<file path="config.mk">
export PLATFORM = sky130hd
export DESIGN_NAME = mmio_gpio
export DESIGN_NICKNAME = d
export VERILOG_FILES = /design/src/rtl/mmio_pkg.sv /design/src/rtl/btn_debounce.sv /design/src/rtl/mmio_gpio.sv
export SDC_FILE = /design/constraint.sdc
export NUM_CORES = 1
export LEC_CHECK = 0
export CORE_ASPECT_RATIO = 0.75
export CORE_UTILIZATION = 34
export CTS_CLUSTER_DIAMETER = 100
export CTS_CLUSTER_SIZE = 12
export DETAILED_ROUTE_END_ITERATION = 7
export PLACE_DENSITY = 0.75
export SLEW_MARGIN = 20
export SYNTH_ARGS = -nofsm -noshare
export SYNTH_HDL_FRONTEND = slang
export SYNTH_SLANG_ARGS = --single-unit
export TNS_END_PERCENT = 50
</file>
<file path="constraint.sdc">
create_clock -name clk -period 1.5 [get_ports clk]
set_input_delay 0.3 -clock clk [delete_from_list [all_inputs] [get_ports clk]]
set_output_delay 0.3 -clock clk [all_outputs]
set_load 0.005 [all_outputs]
</file>
<file path="src/rtl/mmio_pkg.sv">
// Shared constants for the memory-mapped GPIO block: IO region select bit and register offsets.
package mmio_pkg;

   localparam int IO_SEL_BIT = 13;

   localparam logic [3:0] OFF_BTN_STATE = 4'd0;
   localparam logic [3:0] OFF_LED       = 4'd1;
   localparam logic [3:0] OFF_BTN_EDGE  = 4'd2;
   localparam logic [3:0] OFF_CYCLES    = 4'd3;

   function automatic logic io_hit(input logic [15:0] addr);
      return addr[IO_SEL_BIT];
   endfunction

endpackage

</file>
<file path="src/rtl/btn_debounce.sv">
// One button: 2-flop synchronizer, then either a stability-window debouncer
// (MMIO_GPIO_DEBOUNCE_EN defined) or a single extra register stage.
module btn_debounce #(
   parameter logic [15:0] DEB_CYC = 16'd50000
) (
   input  logic clk,
   input  logic rst_n,
   input  logic btn,
   output logic state,
   output logic rise
);

   logic sync1, sync2, state_nxt;

   always_ff @(posedge clk or negedge rst_n) begin
      if (!rst_n) begin
         sync1 <= 1'b0;
         sync2 <= 1'b0;
      end else begin
         sync1 <= btn;
         sync2 <= sync1;
      end
   end

`ifdef MMIO_GPIO_DEBOUNCE_EN
   logic [15:0] cnt, cnt_nxt;

   // State only follows the synchronized input after DEB_CYC consecutive disagreeing cycles.
   always_comb begin
      state_nxt = state;
      cnt_nxt   = '0;
      if (sync2 != state) begin
         if (cnt == DEB_CYC - 16'd1) state_nxt = sync2;
         else                        cnt_nxt   = cnt + 16'd1;
      end
   end

   always_ff @(posedge clk or negedge rst_n) begin
      if (!rst_n) cnt <= '0;
      else        cnt <= cnt_nxt;
   end
`else
   logic unused_deb;
   assign unused_deb = ^DEB_CYC;
   assign state_nxt  = sync2;
`endif

   always_ff @(posedge clk or negedge rst_n) begin
      if (!rst_n) state <= 1'b0;
      else        state <= state_nxt;
   end

   // Pulses in the cycle whose edge moves state 0->1, so the edge flag lands with the state.
   assign rise = state_nxt & ~state;

endmodule

</file>
<file path="src/rtl/mmio_gpio.sv">
// Memory-mapped GPIO: RAM pass-through below the IO bit, LED/button/cycle registers above it.
// Optional debounce filter enabled by defining MMIO_GPIO_DEBOUNCE_EN.
module mmio_gpio
   import mmio_pkg::*;
#(
   parameter int          DATA_W  = 16,
   parameter int          N_BTN   = 1,
   parameter int          N_LED   = 1,
   parameter logic [15:0] DEB_CYC = 16'd50000
) (
   input  logic              clk,
   input  logic              rst_n,
   input  logic [15:0]       address,
   input  logic              load,
   input  logic [DATA_W-1:0] in,
   output logic [DATA_W-1:0] out,
   output logic              ram_load,
   input  logic [DATA_W-1:0] ram_out,
   input  logic [N_BTN-1:0]  btn,
   output logic [N_LED-1:0]  led
);

   logic              io_sel, io_wr;
   logic [3:0]        off;
   logic [N_BTN-1:0]  btn_state, btn_rise, btn_edge, edge_clr;
   logic [N_LED-1:0]  led_reg;
   logic [DATA_W-1:0] cycles, io_rd;
   logic              unused_addr;

   assign io_sel      = io_hit(address);
   assign off         = address[3:0];
   assign io_wr       = load & io_sel;
   assign ram_load    = load & ~io_sel;
   assign unused_addr = ^{address[15:14], address[12:4]};

   for (genvar g = 0; g < N_BTN; g++) begin : gen_btn
      btn_debounce #(.DEB_CYC(DEB_CYC)) u_btn (
         .clk   (clk),
         .rst_n (rst_n),
         .btn   (btn[g]),
         .state (btn_state[g]),
         .rise  (btn_rise[g])
      );
   end

   assign edge_clr = (io_wr && off == OFF_BTN_EDGE) ? in[N_BTN-1:0] : '0;

   always_ff @(posedge clk or negedge rst_n) begin
      if (!rst_n) begin
         led_reg  <= '0;
         btn_edge <= '0;
         cycles   <= '0;
      end else begin
         if (io_wr && off == OFF_LED) led_reg <= in[N_LED-1:0];
         // A set in the same cycle as a clear keeps the flag.
         btn_edge <= (btn_edge & ~edge_clr) | btn_rise;
         cycles   <= (io_wr && off == OFF_CYCLES) ? in : cycles + 1'b1;
      end
   end

   assign led = led_reg;

   always_comb begin
      io_rd = '0;
      case (off)
         OFF_BTN_STATE: io_rd[N_BTN-1:0] = btn_state;
         OFF_LED:       io_rd[N_LED-1:0] = led_reg;
         OFF_BTN_EDGE:  io_rd[N_BTN-1:0] = btn_edge;
         OFF_CYCLES:    io_rd            = cycles;
         default:       io_rd            = '0;
      endcase
   end

   assign out = io_sel ? io_rd : ram_out;

endmodule

</file>
==> results.py <==
metrics = {
    "global_route": {
        "overflow": 0,
        "grt_pass1_vias": 1363,
        "grt_first_pass_wirelength_um": 6106,
        "grt_max_degree": 22,
        "grt_usage_pct": 20.86,
        "antenna_found_initial": 0,
    },
    "setup_path": {
        "crit_required_ps": 1690,
        "cp_data_arrival_time_ps": 1840,
        "critPathMaxStageDelay_ps": 470,
        "critPathMaxFanout": 3,
        "cp_slowest_cell": "or4b_4",
        "worstSetupPathType": "reg2reg",
        "critPathBufInv": 0,
        "startpoint_type": "register",
        "crit_chain": "ha_2 -> and4_4 -> or4b_4 -> xor2_2 -> a21oi_2",
        "critical-path-top-delay-family": "simple AND/OR/NAND/NOR gates",
        "end_kind": "register",
    },
    "run": {
        "max-cap-violations": 0,
    },
    "detailed_routing": {
        "dr.max_layer_used": "met4",
        "wl_met2_um": 2145,
        "ant_nets": 0,
        "met1_length_um": 1669,
        "met3_length_um": 189,
        "drc": 0,
        "vias_per_cell": 5.195,
        "wl_per_cell_um": 15.01,
        "wl_um": 4084,
        "first_iter_violations": 73,
        "via_count": 1413,
        "dr.pass1.iters": 5,
    },
    "cts": {
        "cts_root_buf": "clkbuf_8",
        "ctsHoldBuffers": 0,
        "cts_tree": "yes",
        "htree_levels": 1,
        "cts_buffer_depth": 2,
        "cts.sinks": 21,
        "clk_pin_slew_ps": 70,
        "cts_buffers": 3,
        "worstSkewPairLatency_ps": 260,
    },
    "logic_synthesis": {
        "synth_cell_types": 30,
        "syn_area_um2": 1237,
        "synth.top_cells.by_area": "dfrtp_1, a22o_1, a21oi_1",
        "synthCells": 134,
        "synth_top_area_share_pct": 42.47,
        "ys_seq_area_share_pct": 42.47,
        "synth_fp_nets": 187,
        "synth_top_area_cell": "dfrtp_1",
        "ys.warnings.count": 0,
        "ys_ff_latch": 21,
        "syn_area_per_cell_um2": 9.235,
    },
    "power": {
        "power_frac_comb_pct": 43.1,
        "p_per_area_nw_per_um2": 1073,
        "p_leak_nw": 0.9914,
        "p_sw_uw": 867.4,
        "clockPowerShare_pct": 15.0,
        "intPower_mw": 1.542,
        "power_mw": 2.410,
        "max-vdd-ir-drop_mv": 0.7146,
        "pwr-share-seq_pct": 41.9,
        "swShare_pct": 35.99,
    },
    "place": {
        "dpl-instance-area_um2": 2049,
        "hpwlAfterDp_um": 2756,
        "gp_congestion": 0.8634,
        "placedCellCount": 251,
        "port_buffers": 58,
    },
    "finish": {
        "instances_no_fill": 272,
        "num-fill-cells": 271,
        "top_register": "cycles",
        "stdcell_area_um2": 2246,
        "fin_util_pct": 66.48,
        "diodes": 0,
        "drive_gt1_share_pct": 35.78,
        "multi_input_area_um2": 745.7,
        "seqCellArea_um2": 525.5,
        "finalNetCount": 286,
        "syn2layout_area_growth_pct": 81.50,
        "largest_reg_flops": 16,
    },
    "timing": {
        "skew_ps": 3.588,
        "setup_ws_ps": -150.9,
        "whs_ps": 360.8,
        "tightestPinTransition_ps": 295.2,
        "max_freq_mhz": 605.7,
        "rsz0062_at_grt": "true",
        "setup_violations": 9,
        "fin_crit_sh_pct": 110.1,
        "slew_headroom_pct": 80.17,
        "finalHoldViolCount": 0,
        "slew_violations": 0,
        "layout_min_cycle_time_ps": 1651,
    },
    "worst_hold_path": {
        "min_path_type": "reg2reg",
    },
    "run_status": {
        "violations": "negative setup slack",
        "outcome": "finished, violations left",
    },
    "floorplanning": {
        "io-pin-count": 70,
        "die_width_um": 71.66,
        "coreArea_um2": 3378,
        "start_util_pct": 36.63,
        "fp.dieH_um": 54.25,
        "num_rows": 18,
        "die_area_um2": 3887,
    },
}
cell usage after synthesis (all sizes together):
master   n
dfrtp   21
nor2    18
a22o    16
a21oi   15
nand2    7
nand4    7
xnor2    7
xor2     7
clkbuf   5
nand3    4
inv      3
nor3     3
nor4     3
and2     2
and4     2
buf      2
mux2     2
nor2b    2
a31oi    1
ha       1
mux2i    1
nor3b    1
o21ai    1
o22ai    1
o31ai    1
or4b     1
final cells by class:
type	instances	share of cell area [%]
multi-input combinational	103	33.20
tap	40	2.228
clock inverter	1	0.2228
timing repair buffer	101	38.61
inverter	3	0.5014
sequential	21	23.40
clock buffer	3	1.838
cell families (layout without fill, tap and decap cells):
group / count (synthesis) / count (layout) / share of synthesized area (%)
AO/OA/AOI/OAI: 35 / 35 / 19.72
XOR/XNOR: 14 / 14 / 9.909
adder cells (fa/ha/maj): 1 / 1 / 1.011
buffers and inverters: 10 / 108 / 3.236
flip-flops: 21 / 21 / 42.47
multiplexers: 3 / 3 / 2.629
AND/OR/NAND/NOR: 50 / 50 / 21.03
timing repair:
item	4_1_cts	5_1_grt
setup endpoints to repair	24	31
cloned	1	1
buffers inserted	10	5
resized for setup	101	13
pin swaps	12	11
routing by layer:
metal / GRT usage (%) / vias to the layer above
li1: - / 684
met1: 23.84 / 677
met2: 40.72 / 42
met3: 4.236 / 10
met4: 5.556 / 0
met5: 0 / -
worst paths after layout:
check                      slack [ps]                         end                   start  cells past startpoint
max                              -150                  cycles[14]               cycles[0]                      5
min                               360  gen_btn[0].u_btn.state_nxt  gen_btn[0].u_btn.sync1                      0
max reg2reg                      -150                  cycles[14]               cycles[0]                      5
min reg2reg                       360  gen_btn[0].u_btn.state_nxt  gen_btn[0].u_btn.sync1                      0
max in group asynchronous         900                  cycles[14]                   rst_n                      2
min in group asynchronous         380                         led                   rst_n                      2
cell usage in the layout (no fill, tap or decap), types with 2 or more instances in the layout:
| cell type | count |
|---|---|
| nand3_1 | 3 |
| dfrtp_1 | 21 |
| and2_1 | 2 |
| buf_2 | 20 |
| clkbuf_8 | 3 |
| a22o_1 | 16 |
| nand2_1 | 5 |
| a21oi_1 | 14 |
| nor3_1 | 3 |
| buf_6 | 13 |
| xnor2_1 | 7 |
| nor2_4 | 2 |
| inv_1 | 2 |
| nor2b_1 | 2 |
| dlygate4sd2_1 | 2 |
| nand2_2 | 2 |
| clkdlybuf4s50_1 | 35 |
| nor2_1 | 16 |
| nand4_1 | 6 |
| buf_4 | 29 |
| mux2_1 | 2 |
| xor2_1 | 6 |
| nor4_2 | 2 |
per-stage QoR:
step	worst slack (ps)	setup TNS (ps)
finish	-150.9	-617.2
global route	-221.6	-1550
CTS	-168.6	-498.3
detailed placement	-781.3	-17280
global placement	-713.9	-15550
floorplan	-116.8	-116.8
power by group through the flow:
stage / clock [mW] / sequential (mW) / combinational [mW]
finish: 0.363 / 1.01 / 1.04
detailed placement: 0 / 1.00 / 0.951
CTS: 0.380 / 0.991 / 0.946
global route: 0.393 / 1.04 / 1.13
floorplan: 0 / 0.945 / 0.478
global placement: 0 / 0.990 / 0.929
No activity file was read; power rests on OpenSTA's default activity.
